--- src/rtl/half_adder_sched_pkg.sv ---
// Shared constants for the bit-serial addition scheduler: FSM encoding and stats width.
package half_adder_sched_pkg;

    localparam int STATE_W = 2;
    localparam int STAT_W  = 16;

    typedef enum logic [STATE_W-1:0] {
        ST_IDLE = 2'd0,
        ST_P0   = 2'd1,
        ST_P1   = 2'd2,
        ST_DONE = 2'd3
    } state_t;

endpackage

--- src/rtl/half_adder.sv ---
// Single-bit half adder; the only arithmetic element in the scheduler datapath.
module half_adder (
    input  logic A,
    input  logic B,
    output logic Sum,
    output logic Carry
);

    assign Sum   = A ^ B;
    assign Carry = A & B;

endmodule

--- src/rtl/half_adder_sched.sv ---
// Round-robin scheduler sharing one half adder, two phases per bit, LSB-first ripple.
// Optional per-requester completion counters under HALF_ADDER_SCHED_STATS_EN.
module half_adder_sched
    import half_adder_sched_pkg::*;
#(
    parameter int WIDTH = 8
) (
    input  logic             clk,
    input  logic             rst_n,
    input  logic             req0_valid,
    output logic             req0_ready,
    input  logic [WIDTH-1:0] req0_a,
    input  logic [WIDTH-1:0] req0_b,
    input  logic             req1_valid,
    output logic             req1_ready,
    input  logic [WIDTH-1:0] req1_a,
    input  logic [WIDTH-1:0] req1_b,
    output logic             res_valid,
    input  logic             res_ready,
    output logic [WIDTH-1:0] res_sum,
    output logic             res_carry,
    output logic             res_id
`ifdef HALF_ADDER_SCHED_STATS_EN
    ,
    output logic [STAT_W-1:0] stat0_cnt,
    output logic [STAT_W-1:0] stat1_cnt
`endif
);

    localparam int IDX_W = (WIDTH > 1) ? $clog2(WIDTH) : 1;
    localparam logic [IDX_W-1:0] IDX_LAST = IDX_W'(WIDTH - 1);

    state_t             state_q, state_d;
    logic [WIDTH-1:0]   a_q, a_d;
    logic [WIDTH-1:0]   b_q, b_d;
    logic [WIDTH-1:0]   sum_q, sum_d;
    logic [IDX_W-1:0]   idx_q, idx_d;
    logic               carry_q, carry_d;
    logic               s1_q, s1_d;
    logic               c1_q, c1_d;
    logic               id_q, id_d;
    logic               last_grant_q, last_grant_d;

    logic               grant_any;
    logic               grant_id;
    logic               accept;
    logic               res_fire;
    logic               ha_a, ha_b, ha_sum, ha_carry;

    half_adder u_half_adder (
        .A     (ha_a),
        .B     (ha_b),
        .Sum   (ha_sum),
        .Carry (ha_carry)
    );

    // On a tie the requester that did not receive the last result wins.
    always_comb begin
        grant_any = req0_valid | req1_valid;
        if (req0_valid && req1_valid) begin
            grant_id = ~last_grant_q;
        end else begin
            grant_id = req1_valid;
        end
        accept     = (state_q == ST_IDLE) && grant_any && rst_n;
        req0_ready = accept && !grant_id;
        req1_ready = accept && grant_id;
        res_fire   = (state_q == ST_DONE) && res_ready;
    end

    always_comb begin
        state_d      = state_q;
        a_d          = a_q;
        b_d          = b_q;
        sum_d        = sum_q;
        idx_d        = idx_q;
        carry_d      = carry_q;
        s1_d         = s1_q;
        c1_d         = c1_q;
        id_d         = id_q;
        last_grant_d = last_grant_q;
        ha_a         = 1'b0;
        ha_b         = 1'b0;
        case (state_q)
            ST_IDLE: begin
                if (accept) begin
                    a_d     = grant_id ? req1_a : req0_a;
                    b_d     = grant_id ? req1_b : req0_b;
                    id_d    = grant_id;
                    idx_d   = '0;
                    carry_d = 1'b0;
                    state_d = ST_P0;
                end
            end
            ST_P0: begin
                ha_a    = a_q[idx_q];
                ha_b    = b_q[idx_q];
                s1_d    = ha_sum;
                c1_d    = ha_carry;
                state_d = ST_P1;
            end
            ST_P1: begin
                // c1 and this carry are mutually exclusive, so OR is the full-adder carry.
                ha_a         = s1_q;
                ha_b         = carry_q;
                sum_d[idx_q] = ha_sum;
                carry_d      = c1_q | ha_carry;
                if (idx_q == IDX_LAST) begin
                    state_d = ST_DONE;
                end else begin
                    idx_d   = idx_q + 1'b1;
                    state_d = ST_P0;
                end
            end
            ST_DONE: begin
                if (res_fire) begin
                    last_grant_d = id_q;
                    state_d      = ST_IDLE;
                end
            end
            default: state_d = ST_IDLE;
        endcase
    end

    always_ff @(posedge clk) begin
        if (!rst_n) begin
            state_q      <= ST_IDLE;
            a_q          <= '0;
            b_q          <= '0;
            sum_q        <= '0;
            idx_q        <= '0;
            carry_q      <= 1'b0;
            s1_q         <= 1'b0;
            c1_q         <= 1'b0;
            id_q         <= 1'b0;
            last_grant_q <= 1'b1;
        end else begin
            state_q      <= state_d;
            a_q          <= a_d;
            b_q          <= b_d;
            sum_q        <= sum_d;
            idx_q        <= idx_d;
            carry_q      <= carry_d;
            s1_q         <= s1_d;
            c1_q         <= c1_d;
            id_q         <= id_d;
            last_grant_q <= last_grant_d;
        end
    end

    assign res_valid = (state_q == ST_DONE);
    assign res_sum   = sum_q;
    assign res_carry = carry_q;
    assign res_id    = id_q;

`ifdef HALF_ADDER_SCHED_STATS_EN
    logic [STAT_W-1:0] stat0_q, stat0_d;
    logic [STAT_W-1:0] stat1_q, stat1_d;

    always_comb begin
        stat0_d = stat0_q;
        stat1_d = stat1_q;
        if (res_fire) begin
            if (id_q) begin
                stat1_d = stat1_q + 1'b1;
            end else begin
                stat0_d = stat0_q + 1'b1;
            end
        end
    end

    always_ff @(posedge clk) begin
        if (!rst_n) begin
            stat0_q <= '0;
            stat1_q <= '0;
        end else begin
            stat0_q <= stat0_d;
            stat1_q <= stat1_d;
        end
    end

    assign stat0_cnt = stat0_q;
    assign stat1_cnt = stat1_q;
`endif

endmodule

--- config.mk ---
export PLATFORM = sky130hd
export DESIGN_NAME = half_adder_sched
export DESIGN_NICKNAME = d
export VERILOG_FILES = /design/src/rtl/half_adder_sched_pkg.sv /design/src/rtl/half_adder.sv /design/src/rtl/half_adder_sched.sv
export SDC_FILE = /design/constraint.sdc
export NUM_CORES = 1
export LEC_CHECK = 0
export CAP_MARGIN = 20
export CORE_MARGIN = 8
export CORE_UTILIZATION = 40
export DETAILED_ROUTE_END_ITERATION = 10
export PLACE_DENSITY = 0.74
export SYNTH_ARGS = -nofsm -noshare
export SYNTH_HDL_FRONTEND = slang
export SYNTH_SLANG_ARGS = --single-unit
--- constraint.sdc ---
create_clock -name clk -period 2.7 [get_ports clk]
set_clock_uncertainty 0.15 [all_clocks]
set_input_delay 0.405 -clock clk [delete_from_list [all_inputs] [get_ports clk]]
set_output_delay 0.405 -clock clk [all_outputs]
set_load 0.05 [all_outputs]
==> results.yml, run 1 <==
cts:
  cts_tree: "done"
  postCtsSetupBuffers: 0
  htree_levels: 2
  clock_sinks: 34
  cts_resized: 0
  cts_buffer_depth: 2
  cts_inserted_buffers: 5
  ctsHoldBuffers: 0
  clk_latency_ns: 0.28
  cts_root_buf: "clkbuf_8"
  cts.clk_slew.worst_paths_ns: 0.07
synthesis:
  synth-simple-area-share: 0.166
  synth_nets: 220
  synth_mux_area_frac: 0.137
  synth_edf_count: 0
  synth-xor-area-share: 0
  async_flop_share: 0
  synthAdderAreaFrac: 0.0534
  ys_seq_area_frac: 0.415
  synth_top_family_by_area: "compound AO/OA/AOI/OAI gates"
  yosysUniqueCellTypes: 31
  synth_cells: 176
  synth_compound_area_frac: 0.178
  synth-seq-cells: 34
  ys.flop_type: "dfxtp_1"
  synth_warnings: 0
  syn_area_um2: 1640
  syn_avg_cell_area_um2: 9.33
drt:
  dr.pass1.iters: 6
  first_iter_violations: 123
  wirelength_um: 4070
  viasPerCell: 5.45
  final_antenna_net_count: 0
  vias: 1499
  wl_per_cell_um: 14.8
  drc: 0
global_routing:
  antenna_found_initial: 0
  grt_max_degree: 20
  first_global_vias: 1572
  grt_util_all_layers: 0.134
  gr-total-overflow: 0
  grt_pass1_wl_um: 6920
worst_setup_path:
  r2r_slack_ns: 0.28
  crit_required_ns: 2.70
  cp.arrival_ns: 2.42
  end_kind: "flop"
  cp.depth: 6
  r2r_end: "s1_q$_SDFFE_PN0N_"
  crit_family: "flip-flops"
  path_max_fanout: 13
  reg2regPathDepth: 6
  path_cells: "mux2_2 > a311oi_1 > o21ai_0 > ha_1 > mux2i_1 > nor2_1"
  worstReg2RegStart: "idx_q[0]$_SDFFE_PN0P_"
  cp-endpoint: "s1_q$_SDFFE_PN0N_"
  critPathLaunchType: "flop"
  slowest_stage: "dfxtp_1"
  cpPeakStageDelay_ns: 0.71
  path_buf_inv: 0
  startpoint: "idx_q[0]$_SDFFE_PN0P_"
  crit_type: "flop to flop"
job:
  drv_cap: 0
final_layout:
  final_cells: 275
  drive_gt1_frac: 0.0889
  syn2layout_area_growth_pct: 37.9
  fillers: 361
  nets: 269
  antenna_cells: 0
  final_util: 0.570
sta:
  whs_ns: 0.336
  layout_setup_ws_ns: 0.283
  finalHoldViolations: 0
  slew_viol_final: 0
  max_freq_mhz: 414
  final.setup.tns_ns: 0
  finalSetupViolations: 0
  max-slew-margin-rel: 0.589
  layout_min_cycle_time_ns: 2.42
  grt_setup_unrepaired: "no"
  worstMarginPinSlew_ns: 0.615
  period_share: 0.895
die:
  die_w_um: 80.1
  ios: 50
  rows: 23
  core_um2: 3970
  die_area_um2: 6410
  start_util: 0.413
  die_h_um: 80.1
place:
  routabilityCongestion: 0.779
  dp.final_hpwl_um: 3020
  place_ws_ns: 0.258
  io_buffers: 49
  placedCellCount: 268
pwr:
  power_density_nw_per_um2: 642
  ir_worst_vdd_uv: 375
  p_leak_nw: 0.836
min_path:
  whs_path_depth: 2
  hp-class: "flop to flop"
status:
  status: "complete, no violations"
## logic make-up after synthesis
group / count (synthesis)
AO/OA/AOI/OAI: 35
adder cells (fa/ha/maj): 7
buffers and inverters: 17
flip-flops: 34
multiplexers: 21
AND/OR/NAND/NOR: 62
## worst min-delay path by stage
stage                                       start                 endpoint  slack [ns]
after detailed placement  res_sum[4]$_SDFFE_PN0P_  res_sum[4]$_SDFFE_PN0P_        0.33
after global routing      res_sum[4]$_SDFFE_PN0P_  res_sum[4]$_SDFFE_PN0P_        0.37
final                     res_sum[4]$_SDFFE_PN0P_  res_sum[4]$_SDFFE_PN0P_        0.34
after global placement          c1_q$_SDFFE_PN0N_        c1_q$_SDFFE_PN0N_        0.33
after CTS                 res_sum[4]$_SDFFE_PN0P_  res_sum[4]$_SDFFE_PN0P_        0.34
after floorplan                 c1_q$_SDFFE_PN0N_        c1_q$_SDFFE_PN0N_        0.30
## through the flow
stage	cell area (µm²)	total power, mW
floorplan	1640	0.959
global placement	2180	1.10
detailed placement	2190	1.12
CTS	2260	1.46
global route	2260	1.54
finish	2260	1.45
## flip-flops by register name (all words and copies together) (netlist names)
signal / flops
res_sum: 8
state_q: 2
a_q: 8
last_grant_q: 1
s1_q: 1
c1_q: 1
idx_q: 3
res_carry: 1
res_id: 1
b_q: 8
## report_power, final
group	switching, mW	total [mW]	internal (mW)
Clock	0.167	0.345	0.177
Combinational	0.262	0.501	0.239
Sequential	0.0517	0.607	0.555
## synthesized netlist by cell type, types with 4 or more instances
| cell type | number | area (µm²) |
|---|---|---|
| ha_1 | 7 | 87.6 |
| o21ai_0 | 5 | 25.0 |
| nor2_1 | 35 | 131 |
| nand2_1 | 6 | 22.5 |
| a222oi_1 | 16 | 160 |
| clkbuf_1 | 5 | 18.8 |
| inv_1 | 5 | 18.8 |
| mux2i_1 | 18 | 180 |
| nor3_1 | 5 | 25.0 |
| buf_2 | 4 | 20.0 |
| dfxtp_1 | 34 | 681 |
| nand3_1 | 6 | 30.0 |
## final cells by class
type                       count  area, µm²  area share
multi-input combinational    125        877       0.388
sequential                    34        681       0.301
timing repair buffer          54        548       0.242
clock buffer                   7       76.3      0.0337
tap                           50       62.6      0.0276
inverter                       5       18.8     0.00829
## cell usage in the layout, fill, tap and decap left out, types with 2 or more instances in the layout
| cell | count |
|---|---|
| nor2_1 | 35 |
| o21ai_0 | 5 |
| buf_12 | 2 |
| clkbuf_8 | 5 |
| nand4_1 | 2 |
| a311oi_1 | 2 |
| nand3_1 | 6 |
| buf_4 | 5 |
| ha_1 | 7 |
| mux2i_1 | 18 |
| mux2_2 | 2 |
| nand2b_1 | 3 |
| nor3_1 | 5 |
| clkbuf_1 | 2 |
| and2_1 | 3 |
| inv_1 | 5 |
| a21oi_2 | 2 |
| clkdlybuf4s50_1 | 47 |
| dfxtp_1 | 34 |
| a222oi_1 | 16 |
| nand2_1 | 6 |
| a21oi_1 | 3 |
## worst reg2reg max path: cells and delay by family (launching register included)
kind	cells	cell delay, ns
muxes	2	0.61
adders and majority gates	1	0.40
and+or+nand+nor	1	0.06
DFF	1	0.71
AOI/OAI and AO/OA	2	0.37
## per-layer routing
| layer | vias to the layer above | track usage | share of wire |
|---|---|---|---|
| li1 | 747 | - | - |
| met1 | 710 | 0.159 | 0.45 |
| met2 | 38 | 0.218 | 0.49 |
| met3 | 4 | 0.0368 | 0.047 |
| met4 | 0 | 0.0582 | 0.013 |
| met5 | - | 0 | 0 |
No activity file was read; power rests on OpenSTA's default activity.
==> run 2: changes to the inputs <==
--- a/config.mk
+++ b/config.mk
@@ -5,11 +5,14 @@
 export SDC_FILE = /design/constraint.sdc
 export NUM_CORES = 1
 export LEC_CHECK = 0
+export ABC_AREA = 1
 export CAP_MARGIN = 20
+export CORE_ASPECT_RATIO = 1.2
 export CORE_MARGIN = 8
 export CORE_UTILIZATION = 40
+export CTS_CLUSTER_SIZE = 40
 export DETAILED_ROUTE_END_ITERATION = 10
-export PLACE_DENSITY = 0.74
+export PLACE_DENSITY = 0.73
 export SYNTH_ARGS = -nofsm -noshare
 export SYNTH_HDL_FRONTEND = slang
 export SYNTH_SLANG_ARGS = --single-unit
==> results.yml, run 2 <==
sta:
  final.setup.tns_ns: 0
  worstMarginPinSlew_ns: 0.516
  max_freq_mhz: 425
  grt_setup_unrepaired: "no"
  max-slew-margin-rel: 0.655
  period_share: 0.872
  whs_ns: 0.312
  layout_min_cycle_time_ns: 2.35
  finalHoldViolations: 0
  slew_viol_final: 0
  finalSetupViolations: 0
synthesis:
  syn_area_um2: 1800
  ys_seq_area_frac: 0.379
  yosysUniqueCellTypes: 23
  async_flop_share: 0
  synth_cells: 259
  syn_avg_cell_area_um2: 6.94
  post-synth-top-count-cell: "nand2_1"
  synth-seq-cells: 34
  synth_edf_count: 0
  synth_warnings: 0
  synth_top_area_cell: "dfxtp_1"
  yosys-top-cells-area: "dfxtp_1 38%, nand2_1 19%, a31oi_1 5.6%"
  synth_common_cells: "92 x nand2_1, 34 x dfxtp_1, 26 x inv_1, 20 x nand3_1, 17 x a21oi_1"
  synth_nets: 303
  ys.flop_type: "dfxtp_1"
  synth_top_area_share: 0.379
pwr:
  p_int_mw: 0.980
  p_switching_mw: 0.554
  p_total_mw: 1.53
  p_comb_frac: 0.352
  p_leak_nw: 0.952
  p_seq_frac: 0.396
  clkPwrFrac: 0.252
  ir_worst_vdd_uv: 259
  power_density_nw_per_um2: 631
  swShare: 0.361
drt:
  wl_per_cell_um: 11.9
  drc: 0
  vias: 1783
  final_antenna_net_count: 0
  wirelength_um: 4370
  first_iter_violations: 95
  dr.pass1.iters: 4
  viasPerCell: 4.87
status:
  status: "complete, no violations"
place:
  routabilityCongestion: 0.836
  dp.final_hpwl_um: 3430
  io_buffers: 49
die:
  start_util: 0.419
  rows: 26
  ios: 50
  die_w_um: 77.2
  core_um2: 4290
  die_area_um2: 6900
  die_h_um: 89.4
final_layout:
  nets: 353
  mostFrequentLayoutCell: "nand2_1"
  syn2layout_area_growth_pct: 35.4
  fillers: 438
  final_cell_mix: "92 x nand2_1, 47 x clkdlybuf4s50_1, 34 x dfxtp_1"
  drive_gt1_frac: 0.100
  antenna_cells: 0
job:
  drv_cap: 0
global_routing:
  grt_pass1_wl_um: 7560
  grt_util_all_layers: 0.134
  antenna_found_initial: 0
  gr-total-overflow: 0
  grt_max_degree: 20
  first_global_vias: 1826
cts:
  clock_sinks: 34
  postCtsSetupBuffers: 0
  cts_tree: "done"
  cts_root_buf: "clkbuf_8"
  htree_levels: 2
  clk_latency_ns: 0.29
  cts_inserted_buffers: 5
  cts_buffer_depth: 2
  ctsHoldBuffers: 0
  cts.clk_slew.worst_paths_ns: 0.07
  cts_resized: 0
worst_setup_path:
  path_max_fanout: 6
  crit_required_ns: 2.14
  crit_type: "flop to output port"
  end_kind: "output port"
  critPathLaunchType: "flop"
  cp.arrival_ns: 1.80
min_path:
  hp-class: "flop to flop"
run 2: cell count changes in the layout (fill, tap and decap cells not counted), moves of 3 or more:
| cell | delta |
|---|---|
| a21oi_1 | +14 |
| a222oi_1 | -16 |
| a31oi_1 | +16 |
| and2_1 | -3 |
| inv_1 | +21 |
| mux2i_1 | -18 |
| nand2_1 | +86 |
| nand2_2 | +10 |
| nand2b_1 | -3 |
| nand3_1 | +14 |
| nor2_1 | -26 |
| nor3_1 | -5 |
run 2: cell families (layout without fill, tap and decap cells):
group,Yosys count,count (layout),share of synthesized area
simple gates,137,137,0.335
compound gates,43,43,0.142
buf+inv,38,89,0.0953
flops,34,34,0.379
fa+ha+maj,7,7,0.0487
run 2: power by group through the flow:
stage | combinational (mW) | clock (mW) | sequential, mW
2_1_floorplan | 0.395 | 0 | 0.613
3_3_place_gp | 0.533 | 0 | 0.618
3_5_place_dp | 0.537 | 0 | 0.619
4_1_cts | 0.541 | 0.394 | 0.609
5_1_grt | 0.605 | 0.411 | 0.617
6_report | 0.539 | 0.387 | 0.608
run 2: stage by stage:
step / utilization / instance area (µm²) / setup slack, ns / std cells
floorplan: - / 1800 / 0.817 / 259
global placement: 0.545 / 2340 / 0.512 / 358
detailed placement: 0.545 / 2340 / 0.501 / 358
CTS: 0.567 / 2430 / 0.336 / 366
global route: 0.567 / 2430 / 0.275 / 366
finish: 0.567 / 2430 / 0.346 / 366
run 2: final timing paths:
check | from | endpoint | slack, ns | depth (start not counted)
worst max-delay path | state_q[1]$_SDFFE_PN0P_ | res_valid | 0.35 | 2
worst min-delay path | res_sum[3]$_SDFFE_PN0P_ | res_sum[3]$_SDFFE_PN0P_ | 0.31 | 2
worst max register to register | idx_q[1]$_SDFFE_PN0P_ | res_sum[6]$_SDFFE_PN0P_ | 0.60 | 9
worst min register to register | res_sum[3]$_SDFFE_PN0P_ | res_sum[3]$_SDFFE_PN0P_ | 0.31 | 2
run 2: worst max-delay path, stage by stage, from the launching register on:
cell	delay (ns)
dfxtp_1	0.43
ha_1	0.26
clkdlybuf4s50_1	0.82
run 2: layout make-up:
type,count,area (µm²),area share
multi-input combinational,187,946,0.389
sequential,34,681,0.280
timing repair buffer,53,541,0.222
inverter,28,105,0.0432
clock buffer,7,86.3,0.0355
tap,56,70.1,0.0288
clock inverter,1,5.00,0.00206
run 2: per-layer routing:
metal | share of wire | GRT usage | up-vias
met4 | 0.018 | 0.0619 | 0
li1 | - | - | 932
met3 | 0.048 | 0.0402 | 7
met1 | 0.43 | 0.137 | 798
met5 | 0 | 0 | -
met2 | 0.50 | 0.247 | 46
==> run 3: changes to the inputs <==
--- a/config.mk
+++ b/config.mk
@@ -13,6 +13,7 @@
 export CTS_CLUSTER_SIZE = 40
 export DETAILED_ROUTE_END_ITERATION = 10
 export PLACE_DENSITY = 0.73
+export SLEW_MARGIN = 0
 export SYNTH_ARGS = -nofsm -noshare
 export SYNTH_HDL_FRONTEND = slang
 export SYNTH_SLANG_ARGS = --single-unit
==> results of run 3 <==
The final DEF is identical to that of run 2; final timing and power are the same.
